$ cat config.mk
export PLATFORM = sky130hd
export DESIGN_NAME = spi_cmd_ctrl
export DESIGN_NICKNAME = d
export VERILOG_FILES = /design/src/rtl/spi_cmd_ctrl.sv
export SDC_FILE = /design/constraint.sdc
export NUM_CORES = 1
export LEC_CHECK = 0
export ABC_AREA = 1
export BUFFER_PORTS_ARGS = -buffer_cell sky130_fd_sc_hd__buf_2
export CELL_PAD_IN_SITES_DETAIL_PLACEMENT = 1
export CELL_PAD_IN_SITES_GLOBAL_PLACEMENT = 1
export CORE_ASPECT_RATIO = 0.75
export CORE_MARGIN = 3
export CORE_UTILIZATION = 37
export CTS_CLUSTER_DIAMETER = 120
export CTS_CLUSTER_SIZE = 12
export DETAILED_ROUTE_END_ITERATION = 7
export GPL_ROUTABILITY_DRIVEN = 1
export GPL_TIMING_DRIVEN = 0
export PLACE_DENSITY = 0.8
export SYNTH_ARGS = -nofsm -noshare
export SYNTH_HDL_FRONTEND = slang
export SYNTH_SLANG_ARGS = --single-unit
$ cat constraint.sdc
create_clock -name clk -period 1.53 [get_ports clk]
set_input_delay 0.306 -clock clk [delete_from_list [all_inputs] [get_ports clk]]
set_output_delay 0.306 -clock clk [all_outputs]
set_load 0.02 [all_outputs]
$ cat src/rtl/spi_cmd_ctrl.sv
// Command sequencer behind the SPI slave: parses framed command bytes, streams pixels
// into the frame buffer, holds config registers, drives show_req and the status byte.
module spi_cmd_ctrl #(
  parameter int ADDR_WIDTH = 10,
  parameter int NUM_LEDS   = 512,
  parameter int NUM_CFG    = 4
) (
  input  logic                   clk,
  input  logic                   resetn,
  input  logic [7:0]             rx_byte,
  input  logic                   rx_valid,
  input  logic                   rx_timeout,
  output logic [7:0]             tx_byte,
  output logic                   fb_we,
  output logic [ADDR_WIDTH-1:0]  fb_addr,
  output logic [23:0]            fb_data,
  output logic [8*NUM_CFG-1:0]   cfg_regs,
  output logic                   show_req,
  input  logic                   show_ack,
  output logic                   err,
  output logic [3:0]             state_dbg
);

  // One extra counter bit so the pixel counter can rest at NUM_LEDS even when
  // NUM_LEDS equals the full address space.
  localparam int CNT_W = ADDR_WIDTH + 1;
  localparam logic [CNT_W-1:0] LED_LIMIT = CNT_W'(NUM_LEDS);
  localparam logic [8:0]       CFG_LIMIT = 9'(NUM_CFG);

  typedef enum logic [3:0] {
    S_CMD     = 4'd0,
    S_ADDR_HI = 4'd1,
    S_ADDR_LO = 4'd2,
    S_PIX_R   = 4'd3,
    S_PIX_G   = 4'd4,
    S_PIX_B   = 4'd5,
    S_CFG_IDX = 4'd6,
    S_CFG_VAL = 4'd7,
    S_DISCARD = 4'd8
  } state_e;

  function automatic logic [CNT_W-1:0] sat_inc(input logic [CNT_W-1:0] v);
    return (v >= LED_LIMIT) ? v : v + CNT_W'(1);
  endfunction

  function automatic logic [7:0] status_byte(input logic e, input logic s, input logic busy);
    return {4'b0000, e, s, busy, 1'b1};
  endfunction

  state_e                 state_q, state_d;
  logic [CNT_W-1:0]       cnt_q, cnt_d;
  logic [7:0]             hi_q, hi_d;
  logic [7:0]             r_q, r_d;
  logic [7:0]             g_q, g_d;
  logic [7:0]             idx_q, idx_d;
  logic [7:0]             tx_q, tx_d;
  logic                   fb_we_q, fb_we_d;
  logic [ADDR_WIDTH-1:0]  fb_addr_q, fb_addr_d;
  logic [23:0]            fb_data_q, fb_data_d;
  logic [8*NUM_CFG-1:0]   cfg_q, cfg_d;
  logic                   show_q, show_d;
  logic                   err_q, err_d;
  logic                   err_set, err_clr, show_cmd;
  logic [15:0]            addr_full;

  always_comb begin
    state_d   = state_q;
    cnt_d     = cnt_q;
    hi_d      = hi_q;
    r_d       = r_q;
    g_d       = g_q;
    idx_d     = idx_q;
    tx_d      = tx_q;
    fb_we_d   = 1'b0;
    fb_addr_d = fb_addr_q;
    fb_data_d = fb_data_q;
    cfg_d     = cfg_q;
    err_set   = 1'b0;
    err_clr   = 1'b0;
    show_cmd  = 1'b0;
    addr_full = {hi_q, rx_byte};

    // A timeout ends the transaction and drops any byte arriving with it.
    if (rx_timeout) begin
      state_d = S_CMD;
    end else if (rx_valid) begin
      case (state_q)
        S_CMD: begin
          case (rx_byte)
            8'h01: state_d = S_ADDR_HI;
            8'h02: state_d = S_CFG_IDX;
            8'h03: begin
              tx_d    = status_byte(err_q, show_q, state_q != S_CMD);
              err_clr = 1'b1;
            end
            8'h04: show_cmd = 1'b1;
            default: begin
              err_set = 1'b1;
              state_d = S_DISCARD;
            end
          endcase
        end
        S_ADDR_HI: begin
          hi_d    = rx_byte;
          state_d = S_ADDR_LO;
        end
        S_ADDR_LO: begin
          cnt_d   = CNT_W'(addr_full[ADDR_WIDTH-1:0]);
          state_d = S_PIX_R;
        end
        S_PIX_R: begin
          r_d     = rx_byte;
          state_d = S_PIX_G;
        end
        S_PIX_G: begin
          g_d     = rx_byte;
          state_d = S_PIX_B;
        end
        S_PIX_B: begin
          if (cnt_q < LED_LIMIT) begin
            fb_we_d   = 1'b1;
            fb_addr_d = cnt_q[ADDR_WIDTH-1:0];
            fb_data_d = {g_q, r_q, rx_byte};
          end else begin
            err_set = 1'b1;
          end
          cnt_d   = sat_inc(cnt_q);
          state_d = S_PIX_R;
        end
        S_CFG_IDX: begin
          idx_d   = rx_byte;
          state_d = S_CFG_VAL;
        end
        S_CFG_VAL: begin
          if ({1'b0, idx_q} < CFG_LIMIT) begin
            for (int i = 0; i < NUM_CFG; i++) begin
              if (idx_q == 8'(i)) cfg_d[8*i +: 8] = rx_byte;
            end
          end else begin
            err_set = 1'b1;
          end
          state_d = S_CMD;
        end
        S_DISCARD: state_d = S_DISCARD;
        default:   state_d = S_CMD;
      endcase
    end

    // Acknowledge wins over a merged SHOW; a set beats a clear on err.
    if (show_q && show_ack) show_d = 1'b0;
    else if (show_cmd)      show_d = 1'b1;
    else                    show_d = show_q;

    err_d = (err_q && !err_clr) || err_set;
  end

  always_ff @(posedge clk or negedge resetn) begin
    if (!resetn) begin
      state_q   <= S_CMD;
      cnt_q     <= '0;
      hi_q      <= '0;
      r_q       <= '0;
      g_q       <= '0;
      idx_q     <= '0;
      tx_q      <= '0;
      fb_we_q   <= 1'b0;
      fb_addr_q <= '0;
      fb_data_q <= '0;
      cfg_q     <= '0;
      show_q    <= 1'b0;
      err_q     <= 1'b0;
    end else begin
      state_q   <= state_d;
      cnt_q     <= cnt_d;
      hi_q      <= hi_d;
      r_q       <= r_d;
      g_q       <= g_d;
      idx_q     <= idx_d;
      tx_q      <= tx_d;
      fb_we_q   <= fb_we_d;
      fb_addr_q <= fb_addr_d;
      fb_data_q <= fb_data_d;
      cfg_q     <= cfg_d;
      show_q    <= show_d;
      err_q     <= err_d;
    end
  end

  assign tx_byte   = tx_q;
  assign fb_we     = fb_we_q;
  assign fb_addr   = fb_addr_q;
  assign fb_data   = fb_data_q;
  assign cfg_regs  = cfg_q;
  assign show_req  = show_q;
  assign err       = err_q;
  assign state_dbg = state_q;

endmodule

---- After elaboration in Yosys (flattened, before gate mapping) ----
Index checks and enable logic that the tools add are counted.
cells by class
  $add $sub $neg .......................... 1
  multiply operators ...................... 0
  div/mod/pow operators ................... 0
  order comparisons ....................... 3
  equality and inequality tests ........... 17
  shifts and indexed selects .............. 0
  muxes and demuxes ....................... 26
  bitwise logic cells ..................... 1
  reductions and logical operators ........ 25
operators by type and width
  cell                   number
  $eq 8x2->1 const B     4
  $pmux 4 s7             1
  $pmux 11 s2            1
  $reduce_and 5->1       4
  $mux 1                 19
  $eq 4x3->1 const B     4
  $eq 8x1->1 const B     2
  $pmux 4 s3             1
  $reduce_and 3->1       4
  $reduce_and 4->1       3
  $add 11x1->11 const B  1
  $ge 11x10->1 const B   1
  $lt 11x10->1 const B   1
  $mux 11                1
  $eq 4x2->1 const B     2
  $eq 8x3->1 const B     1
  $logic_not 8->1        1
  $lt 8x3->1 const B     1
  $mux 4                 2
  $reduce_bool 2->1      3
  $eq 4x1->1 const B     1
  $eq 4x4->1 const B     1
  $logic_not 4->1        1
  $reduce_bool 4->1      1
  other kinds (10)       12
storage, ports and cells
  flip-flop bits (word level) ............. 114
  latch bits .............................. 0
  memory bits (writable) .................. 0
  bits in read-only memories .............. 0
  input bits .............................. 13
  memories kept ........................... 0

---- Depth between registers and ports, before layout ----
  word-level depth ........................ 8
  depth in mapped cells ................... 10
  gate-level depth less buffers ........... 9

---- Least setup slack after synthesis ----
OpenSTA, ideal clock, no wires.
  path type ............................... register -> register
  start point ............................. reg state_q[3] (netlist: state_dbg[3])
  end point ............................... reg fb_addr_q[5] (netlist: fb_addr[5])
  library setup time ...................... 0.117 ns
  arrival ................................. 1.468 ns
  setup slack ............................. -0.054 ns
  cell stages (with the launch flop) ...... 9
  buffers on the path ..................... 2
  clock period less this slack ............ 1.584 ns
  path through ............................ dfrtp_1 -> inv_1 -> nand2_1 -> nor2_2 -> nand3_1 -> buf_2 -> buf_4 -> nand2_1 -> nand2_1
on the way
  cells in the longest elaborated chain, start to end .. 2
RTL lines
  element                            line  RTL
  start, declared                    50    state_e state_q, state_d;
  start signal, assigned             173   state_q <= state_d;
  $eq 4x3->1                         87    case (state_q)
  $reduce_and 4->1 (no source line)  -
  end signal, assigned               181   fb_addr_q <= fb_addr_d;
  end, declared                      58    logic [ADDR_WIDTH-1:0] fb_addr_q, fb_addr_d;
No other way between the ends.
A chain may end at the register's enable or synchronous reset.

---- Final worst setup path ----
  start point ............................. reg idx_q[4]
  end point ............................... reg cfg_q[26] (netlist: cfg_regs[26])
on the way
  cells in the longest elaborated chain, start to end .. 2
  elaborated cells between the ends (all ways) .. 3
RTL lines
  element                                          line      RTL
  start, declared                                  55        logic [7:0] idx_q, idx_d;
  start signal, assigned                           178       idx_q <= idx_d;
  $lt 8x3->1 / $eq 8x2->1 (equally long branches)  135, 137
  $reduce_and 5->1 (no source line) (*)            -
  end signal, assigned                             183       cfg_q <= cfg_d;
  end, declared                                    60        logic [8*NUM_CFG-1:0] cfg_q, cfg_d;
Every way passes the cells marked *; elsewhere a longest branch is shown, timed or not.

==> out/results.ini <==
[clock_network]
cts_buffers=17
htree_levels=4
clock_sinks=114
clk_pin_slew_ns=0.06
clockRootBuffer=clkbuf_16
cts.path.max_buffers=2
clk_latency_ns=0.43
cts_tree=yes

[power]
ir_worst_vdd_mv=0.833
p_leak_nw=3.79
p_per_area_mw_per_mm2=1090

[sta]
fin_crit_sh_pct=103
rsz0062_at_grt=true
finalHoldViolations=0
holdWs_ns=0.0729
relSlewSlack_pct=54.6
worst_slack_ns=-0.0394
max_freq_mhz=637
final-setup-viol-count=17
drv_slew=0
layout_min_cycle_time_ns=1.57
worst_pin_slew_ns=0.681
timing.clock.skew_ns=0.00944

[setup_path]
ff2ff_path_depth=6
crit_path_start_kind=flip-flop
r2r_end=cfg_regs[26]
crit_required_ns=1.83
crit_end=cfg_regs[26]
crit_arrival_ns=1.87
critPathKind=flip-flop to flip-flop
critPathLaunch=idx_q[4]
rr_startpoint=idx_q[4]
critPathMaxFanout=8
cp-end-kind=flip-flop
r2r_setup_slack_ns=-0.04

[routing]
wl_per_cell_um=19.9
drt_iter0_markers=338
wl_met3_mm=1.05
drc=0
wirelength_mm=18.4
vias=4931
wl_met2_mm=9.19
drtAntennaViolNets=0
first_pass_iters=4
m1WireLength_mm=7.68
routed_via_density=5.33
dr.max_layer_used=met4

[floorplan]
die_area_mm2=0.0152
fp-row-count=36
dieHeight_um=107
core_area_mm2=0.0132
pin_count=94
start_util_pct=38.5
die_x_um=141

[layout]
area_growth_pct=40.6
final_area_mm2=0.00714
fillCellCount=1543
multi_input_area_mm2=0.00228
ff_latch_area_mm2=0.00286
drive_above_1_share_pct=35.5
diodes=0
final_nets=756

[run_status]
status=finished, violations left
violations=setup timing

[placement]
port_buffers=86
globalplace.congestion=0.836
hpwl_mm=10.7
placed_cell_area_mm2=0.00577

[grt]
grt_overflow=0
grt_start_max_net_pins=65
grt_usage_pct=23.2
grt_pass1_wl_mm=27.3
grt_antenna_before_repair=0
grt_pass1_vias=5286

[logic_synthesis]
synth-warning-count=0
postSynthAreaPerCell_um2=8.49
netlist_instances=598
syn_area_mm2=0.00508
ys_ff_latch=114
yosysSeqAreaShare_pct=56.2
yosysUniqueCellTypes=24

[job]
maxCapViolCount=0

[worst_hold_path]
hp-class=input port to flip-flop

[cells in the mapped netlist]
cell,n,area share (%)
buf_1,2,0.15
nor2_4,1,0.22
inv_1,36,2.7
nor2_1,38,2.8
o211ai_1,1,0.15
nand3_4,3,1.0
nand3_1,21,2.1
nor3_1,5,0.49
inv_2,3,0.22
or2_2,2,0.25
nor4_4,4,1.7
nand3b_1,3,0.44
clkbuf_1,10,0.74
nor2_2,2,0.25
ha_1,2,0.49
buf_2,8,0.79
dfrtp_1,114,56
conb_1,1,0.074
o21ai_0,52,5.1
nand3_2,2,0.39
nand2_1,234,17
nand4_1,34,4.2
a21oi_1,13,1.3
buf_4,7,1.0
[cell usage in the layout (no fill, tap or decap), types with 3 or more instances in the layout]
master,n
clkinvlp_4,3
o21ai_0,39
bufinv_16,4
nand2_4,9
nand2_2,25
clkinv_2,3
dfrtp_1,109
nand3_1,16
nor2_4,9
buf_2,90
inv_1,27
buf_12,3
nand3_4,9
nor2_2,5
dfrtp_2,5
nor4_4,4
a21oi_2,7
conb_1,4
nand4_1,34
nor2_1,27
clkbuf_1,3
nand3b_1,3
a21oi_1,6
inv_2,11
nand2_1,200
buf_4,33
o21ai_1,11
buf_6,9
clkbuf_16,19
[state kept, by name, summed over array words and instances (netlist names), 4 cells and up]
register and count:
fb_data 24, r_q 8, cnt_q 11, fb_addr 10, tx_byte 4, state_dbg 4
cfg_regs 32, idx_q 8, g_q 8
[cell families after synthesis]
| family | share of synthesized area, % |
|---|---|
| buffers and inverters | 5.59 |
| AOI/OAI and AO/OA | 6.55 |
| and+or+nand+nor | 31.1 |
| adders and majority gates | 0.493 |
| DFF | 56.2 |
| other | 0.0738 |
[where the power goes]
part,total [mW],leakage [nW],switching (mW),internal (mW)
clock network,4.21,0.294,1.49,2.72
registers,3.11,1.55,0.0497,3.06
logic,0.438,1.95,0.324,0.114
total,7.76,3.79,1.86,5.90
[how the worst min path moves through the flow]
stage	from	endpoint	cells past startpoint
4_1_cts	show_ack	show_req	2
5_1_grt	show_ack	show_req	2
2_1_floorplan	resetn	cfg_regs[0]	0
3_5_place_dp	resetn	fb_data[13]	1
3_3_place_gp	cnt_q[10]	cnt_q[10]	2
6_report	show_ack	show_req	2
[critical path: stages, from the launching register on]
cell,delay [ns]
dfrtp_1,0.40
nor2_2,0.16
nand2_4,0.12
nor4_4,0.37
nand3_4,0.21
nand2_1,0.12
nand2_1,0.07
[area by class of cell]
type	instances	share of cell area, %
sequential	114	40.0
buffer	26	2.79
tap	171	3.00
clock buffer	19	6.06
multi-input combinational	421	31.9
inverter	39	2.23
clock inverter	13	2.58
timing repair buffer	122	11.4
[metrics by stage]
step / setup slack, ns / TNS, ns / util, % / cells / total power [mW]
after floorplan: 0.00905 / 0 / - / 601 / 3.33
after global placement: -1.39 / -149.16 / 43.5 / 858 / 3.49
after detailed placement: -0.318 / -21.84 / 43.7 / 859 / 3.52
after CTS: -0.0213 / -0.0264 / 50.8 / 915 / 7.71
after global routing: -0.120 / -3.13 / 54.1 / 925 / 8.00
final: -0.0394 / -0.436 / 54.1 / 925 / 7.76
[per-layer routing]
layer  global-route usage [%]  vias to the layer above
met5                        0                        -
met4                     9.13                        0
met3                     5.02                       47
met2                     39.2                      156
met1                     29.2                     2503
li1                         -                     2225
[what timing repair did]
action / in CTS / in global routing
resized for setup: 46 / 112
pin swaps: 13 / 14
gates cloned: 1 / 3
endpoints found under the hold margin: 50 / 0
hold buffers: 1 / 0
setup buffers: 22 / 8
setup endpoints to repair: 111 / 99
(Power assumes the default switching activity.)
